[src/rtl/move_pulse_gen.sv]
// Button conditioning for the moving-square sprite: synchronise, debounce, resolve
// opposing directions, and emit frame-aligned bursts of direction strobes.
module move_pulse_gen #(
   parameter int DEBOUNCE_CYCLES = 250000,
   parameter int FRAMES_PER_STEP = 1,
   parameter int SPEED           = 2
) (
   input  logic clk,
   input  logic rstn,
   input  logic frame_tick,
   input  logic btn_left,
   input  logic btn_right,
   input  logic btn_up,
   input  logic btn_down,
   output logic left,
   output logic right,
   output logic up,
   output logic down,
   output logic busy
);

   localparam int DB_W = (DEBOUNCE_CYCLES > 1) ? $clog2(DEBOUNCE_CYCLES) : 1;
   localparam int FC_W = (FRAMES_PER_STEP > 1) ? $clog2(FRAMES_PER_STEP) : 1;

   localparam logic [DB_W-1:0] DB_LAST    = DB_W'(DEBOUNCE_CYCLES - 1);
   localparam logic [FC_W-1:0] FC_LAST    = FC_W'(FRAMES_PER_STEP - 1);
   localparam logic [7:0]      BURST_LOAD = 8'(SPEED);

   localparam int BTN_L = 0;
   localparam int BTN_R = 1;
   localparam int BTN_U = 2;
   localparam int BTN_D = 3;

   typedef struct packed {
      logic left;
      logic right;
      logic up;
      logic down;
   } dir_t;

   logic [3:0]      raw;
   logic [3:0]      sync1;
   logic [3:0]      sync2;
   logic [3:0]      stable;
   logic [DB_W-1:0] db_cnt [4];

   logic [FC_W-1:0] frame_cnt;
   logic            step_event;
   logic [7:0]      burst_cnt;
   logic            burst_active;

   dir_t resolved;
   dir_t dir_q;

   assign raw = {btn_down, btn_up, btn_right, btn_left};

   // Two-flop synchroniser followed by an independent debouncer per button.
   // NOTE: every register in this file uses non-blocking assignment so all flops
   // sample the pre-edge values; blocking here would collapse sync1/sync2 into one stage.
   // NOTE: reset is synchronous; the small debounce counter array is ordinary flops
   // and is cleared with the rest of the state rather than left uninitialised.
   always_ff @(posedge clk) begin
      if (!rstn) begin
         sync1  <= '0;
         sync2  <= '0;
         stable <= '0;
         for (int i = 0; i < 4; i++) db_cnt[i] <= '0;
      end else begin
         sync1 <= raw;
         sync2 <= sync1;
         for (int i = 0; i < 4; i++) begin
            if (sync2[i] == stable[i]) begin
               db_cnt[i] <= '0;
            end else if (db_cnt[i] == DB_LAST) begin
               stable[i] <= sync2[i];
               db_cnt[i] <= '0;
            end else begin
               db_cnt[i] <= db_cnt[i] + DB_W'(1);
            end
         end
      end
   end

   // NOTE: default assigned first so no path through this block can infer a latch.
   always_comb begin
      resolved       = '0;
      resolved.left  = stable[BTN_L] & ~stable[BTN_R];
      resolved.right = stable[BTN_R] & ~stable[BTN_L];
      resolved.up    = stable[BTN_U] & ~stable[BTN_D];
      resolved.down  = stable[BTN_D] & ~stable[BTN_U];
   end

   assign step_event = frame_tick && (frame_cnt == FC_LAST);

   always_ff @(posedge clk) begin
      if (!rstn) begin
         frame_cnt <= '0;
      end else if (frame_tick) begin
         frame_cnt <= (frame_cnt == FC_LAST) ? '0 : frame_cnt + FC_W'(1);
      end
   end

   // A step event always wins over a burst in progress: reload and re-latch.
   always_ff @(posedge clk) begin
      if (!rstn) begin
         burst_cnt <= '0;
         dir_q     <= '0;
      end else if (step_event) begin
         dir_q     <= resolved;
         burst_cnt <= (resolved != '0) ? BURST_LOAD : 8'd0;
      end else if (burst_cnt != 8'd0) begin
         burst_cnt <= burst_cnt - 8'd1;
      end
   end

   assign burst_active = (burst_cnt != 8'd0);

   // Strobes depend only on flops, never on the raw buttons.
   assign left  = burst_active & dir_q.left;
   assign right = burst_active & dir_q.right;
   assign up    = burst_active & dir_q.up;
   assign down  = burst_active & dir_q.down;
   assign busy  = burst_active;

endmodule

[config.mk]
export PLATFORM = sky130hd
export DESIGN_NAME = move_pulse_gen
export DESIGN_NICKNAME = d
export VERILOG_FILES = /design/src/rtl/move_pulse_gen.sv
export SDC_FILE = /design/constraint.sdc
export NUM_CORES = 1
export LEC_CHECK = 0
export CORE_ASPECT_RATIO = 0.8
export CORE_MARGIN = 5
export CORE_UTILIZATION = 40
export DETAILED_ROUTE_END_ITERATION = 8
export GPL_TIMING_DRIVEN = 1
export PLACE_DENSITY = 0.59
export SKIP_LAST_GASP = 1
export SYNTH_ARGS = -nofsm -noshare
export SYNTH_HDL_FRONTEND = slang
export SYNTH_SLANG_ARGS = --single-unit
[constraint.sdc]
create_clock -name clk -period 2.1 [get_ports clk]
set_clock_uncertainty 0.05 [all_clocks]
set_input_delay 0.42 -clock clk [delete_from_list [all_inputs] [get_ports clk]]
set_output_delay 0.42 -clock clk [all_outputs]
set_load 0.005 [all_outputs]
-- Word level (Yosys, flattened, before mapping)
Memory sizes are Yosys's and may differ from the RTL's.
Cells that the tools add are included.
W data, S select, Z words.
- bits in registers: 25
- latch bits: 0
- memory bits (writable): 72
- ROM bits: 0
- input port bits: 7
- output and inout bits: 5
- memories: 1
- memory list (memory ; words ; bits a word ; rd ports ; clocked after Yosys merged registers in ; wr ports ; line ; RTL):
    db_cnt ; 4 ; 18 ; 4 ; 0 ; 4 ; 45 ; logic [DB_W-1:0] db_cnt [4];
- $add $sub $neg: 6
- $mul: 0
- div/mod/pow operators: 0
- magnitude comparators: 0
- equality and inequality tests: 8
- shift operators: 0
- mux-type cells: 61
- bitwise gates (word level): 29
- reductions and logical operators: 8
- operators with widths (cell ; number):
    $mux W18 ; 12
    $add A18 B1 Y18 const B ; 4
    $eq A18 B18 Y1 const B ; 4
    $mux W1 ; 46
    $mux W8 ; 2
    $or A1 B1 Y1 ; 12
    $not A1 Y1 ; 9
    $and A1 B1 Y1 ; 8
    $reduce_and A2 Y1 ; 4
    $reduce_bool A8 Y1 ; 1
    $sub A8 B1 Y8 const B ; 1
    $eq A1 B1 Y1 ; 4
    $reduce_bool A4 Y1 ; 1
    $mux W2 ; 1
    $reduce_bool A2 Y1 ; 1
    $add A1 B1 Y1 const B ; 1
    $logic_and A1 B1 Y1 ; 1

-- Longest topological paths before layout
Gate-level depths: netlist (run 1).
- depth after elaboration: 7
- depth in mapped cells: 6
- mapped depth without buffers: 6

-- Worst setup path before layout (run 1)
No wires, ideal clock.
- path type: flip-flop to flip-flop
- from: memory db_cnt[3][6] (netlist bit)
- to: memory db_cnt[3][11] (netlist bit), data pin
- library setup time: 254 ps
- arrival: 1593 ps
- required time: 1796 ps
- setup slack: 203 ps
- cell stages (with the launch flop): 6
- buffers on the path: 1
- cell sequence: edfxtp_1 -> nor4b_2 -> nand4_1 -> o41ai_4 -> buf_6 -> nor2_1
- RTL lines (item ; line):
    from (decl) ; 45

-- Worst setup path after layout (run 1)
- from: register burst_cnt[0]
- to: output right
- word-level cells in the longest chain between the ends: 2
- ends and longest elaborated chain (item ; line ; RTL):
    from (decl) ; 49 ; logic [7:0] burst_cnt;
    from (signal assigned) ; 110 ; burst_cnt <= (resolved != '0) ? BURST_LOAD : 8'd0;
    from (signal assigned) ; 112 ; burst_cnt <= burst_cnt - 8'd1;
    $reduce_bool A8 Y1 ; 116 ; assign burst_active = (burst_cnt != 8'd0);
    $and A1 B1 Y1 ; 120 ; assign right = burst_active & dir_q.right;
    to (decl) ; 16 ; output logic right,
Every way passes these cells.

==> metrics.txt, run 1 <==
outcome finished, final reports clean; port bufs 11; total number of vias 3675; compound-cell area share of the yosys netlist 4.03%; Max VDD drop 0.422 mV; post-synthesis mux area share 1.99%; Cell Count, Final, Fillers Out 778; Worst Path Arrival 1.60 ns; vias in the first global route 3427; CORE AREA 12300 µm²; hold depth 1; DRT antenna net count 0; Leakage 2.16 nW; grt ovf 0; Cells after DPL 753; worst hold start sync1[3]$_SDFF_PN0_; Die X 135 µm; Final Cycle Share 98.4%; GRT Total Usage 13.1%; Main synth FF type edfxtp_1; worst hold path type reg2reg; Slew Limit Fails 0; Synth Area in Adders 2.49%; nets@finish 619; Max FO, Critical Path 5; CP Capture Type output port; reg-to-reg startpoint burst_cnt[1]$_SDFFE_PN0P_; post-DP HPWL 6510 µm; Rel. slew slack 64.3%; Root Buffer Master clkbuf_16; Hold Crit Endpoint sync2[3]$_SDFF_PN0_; xor and xnor area share after synthesis 11.1%; sequential-to-total area share from yosys stat 52.5%; number of synthesized flops with an enable pin 72; Crit Path Class reg2out; Critical Path RT 1.63 ns; Starting Density 41.1%; asr flop ratio synth 0%; Register-to-Register Setup Slack 0.22 ns; RR Endpoint burst_cnt[4]$_SDFFE_PN0P_; drt pass-1 iters 4; Rows 36; endpoints failing setup 0; syn avg cell area 10.4 µm²; die area 14900 µm²; fin crit period 2.07 ns; synth warn 0; first-pass GRT wire length 15800 µm; largest family of logic cells by synthesized area simple AND/OR/NAND/NOR gates; share of cells above drive strength 1 10.2%; slew of the pin with the lowest slew margin 0.522 ns; flops & latches, synth 96; # DRC 0; Clock Path Buffers 2; post-synth cell types 44; number of max-cap violations 0; # clock sinks 96; largest net degree at the start of global routing 19; Post-Syn Instances 486; wire per inst 11.6 µm; Total Power 4.79 mW; setup TNS 0 ns; Clock Pin Slew Worst Setup and Hold Paths 0.06 ns; Area Growth Syn to Fin 21.7%; Starting DRT DRC Count 351; Power Dens Cells 783 nW/µm²; placer congestion estimate 0.798; Avg Vias per Cell 4.72; CTS tree done; Simple-Gate Fraction of Synth Area 25.3%; die height 110 µm; crit path launch type register; worst-skew pair later-pin latency 0.34 ns; antenna violations before repair 0; CTS H-tree lvls 3; total CTS buffers 9; Ant. Diodes 0; synthesized area 5030 µm²; Max Clk Rate 484 MHz; cells on worst reg2reg path 9; RSZ-0062 raised after global routing yes; total wire length 9010 µm; final hold violations 0; Top Ports 12
-- logic make-up (layout without fill, tap and decap cells) --
kind of cell,count (synthesis),count (layout)
adder cells (fa/ha/maj),10,10
XOR/XNOR,64,64
AND/OR/NAND/NOR,246,246
multiplexers,10,10
AO/OA/AOI/OAI,29,29
buffers and inverters,30,80
other,1,72
flip-flops,96,96
-- what timing repair did --
| item | CTS | global route |
|---|---|---|
| setup buffers | 6 | 3 |
| resized for setup | 16 | 3 |
| hold buffers | 0 | 0 |
| endpoints found under the hold margin | 0 | 0 |
| setup endpoints to repair | 5 | 4 |
| pin swaps | 2 | 2 |
-- placed cells by master (no fill, tap or decap), drive strengths merged, types with 3 or more instances in the layout --
cell / count
nand3: 25
nor4: 24
inv: 21
and2: 12
xnor2: 51
or4: 4
nor3: 13
o31ai: 4
and3: 6
clkbuf: 13
dfxtp: 24
clkdlybuf4s50: 6
mux2i: 10
or3: 3
o21ai: 5
a21oi: 12
buf: 32
nor2: 96
xor2: 13
nand4: 24
nor4b: 3
ha: 10
conb: 72
nand2: 26
and4: 3
edfxtp: 72
-- sequential cells by signal, indices dropped and copies added (netlist names) --
| register | count |
|---|---|
| stable | 4 |
| sync2 | 4 |
| db_cnt | 72 |
| sync1 | 4 |
| burst_cnt | 8 |
| dir_q | 4 |
-- worst max-delay path by stage --
stage                               start                           to  slack (ns)
6_report        burst_cnt[0]$_SDFFE_PN0P_                        right        0.03
4_1_cts         burst_cnt[1]$_SDFFE_PN0P_                         down       -0.01
5_1_grt         burst_cnt[0]$_SDFFE_PN0P_                        right       -0.05
2_1_floorplan  db_cnt[3][6]$_SDFFCE_PN0P_  db_cnt[3][11]$_SDFFCE_PN0P_        0.20
3_3_place_gp    burst_cnt[0]$_SDFFE_PN0P_                         down        0.05
3_5_place_dp    burst_cnt[0]$_SDFFE_PN0P_                         down        0.01
-- where the power goes --
group,switching [mW],internal [mW]
combinational,0.402,0.520
clock,0.676,0.919
sequential,0.127,2.15
total,1.21,3.59
-- synthesized netlist by cell type, drive strengths merged (2+ instances only) --
library cell	count	area share (%)
nand2	26	1.9
nor4b	3	0.65
inv	21	1.6
xor2	13	2.3
edfxtp	72	43
ha	10	2.5
or4	4	0.60
buf	5	0.62
xnor2	51	8.9
and2	12	1.5
or3	3	0.37
nand4	24	3.3
nor4	24	3.6
nor3	13	1.3
o21ai	5	0.50
nor2	96	7.2
clkbuf	4	0.30
mux2i	10	2.0
o211ai	2	0.40
nand2b	2	0.25
and3	6	0.75
dfxtp	24	9.5
o31ai	4	0.60
a31o	2	0.35
a21oi	12	1.2
and4	3	0.52
nand3	25	2.6
-- area by class of cell --
type	count	area [µm²]
tap	171	214
sequential	96	2650
timing repair buffer	43	347
inverter	21	78.8
fill	1160	6130
clock inverter	4	46.3
multi-input combinational	431	2560
clock buffer	12	236
-- per-stage QoR --
step | util [%] | hold WS, ns | worst slack, ns | instance area [µm²]
final | 50.0 | 0.385 | 0.0336 | 6120
after global routing | 50.0 | 0.417 | -0.0468 | 6120
after CTS | 49.8 | 0.388 | -0.0114 | 6100
after detailed placement | 46.9 | 0.370 | 0.0125 | 5750
after global placement | 46.9 | 0.366 | 0.0489 | 5750
after floorplan | - | 0.362 | 0.203 | 5300
-- layer usage --
layer / wire length, µm / share of wire, % / GRT usage, %
met1: 4670 / 52 / 18.0
met2: 3840 / 43 / 19.9
met5: 0 / 0 / 0
met3: 387 / 4.3 / 4.31
met4: 104 / 1.2 / 3.96
-- worst max-delay path: stages (launching register included) --
cell,delay (ns)
dfxtp_2,0.33
inv_2,0.07
ha_4,0.13
nor3b_4,0.20
nand2_2,0.11
and2_1,0.17
dlygate4sd2_1,0.25
Power figures use the tool's default switching activity.
==> run 2, diff against run 1 <==
CTS_CLUSTER_SIZE = 16   (was default)
SLEW_MARGIN = 40   (was default)
==> results of run 2 <==
No change in the layout: final DEF, timing and power equal those of run 1.
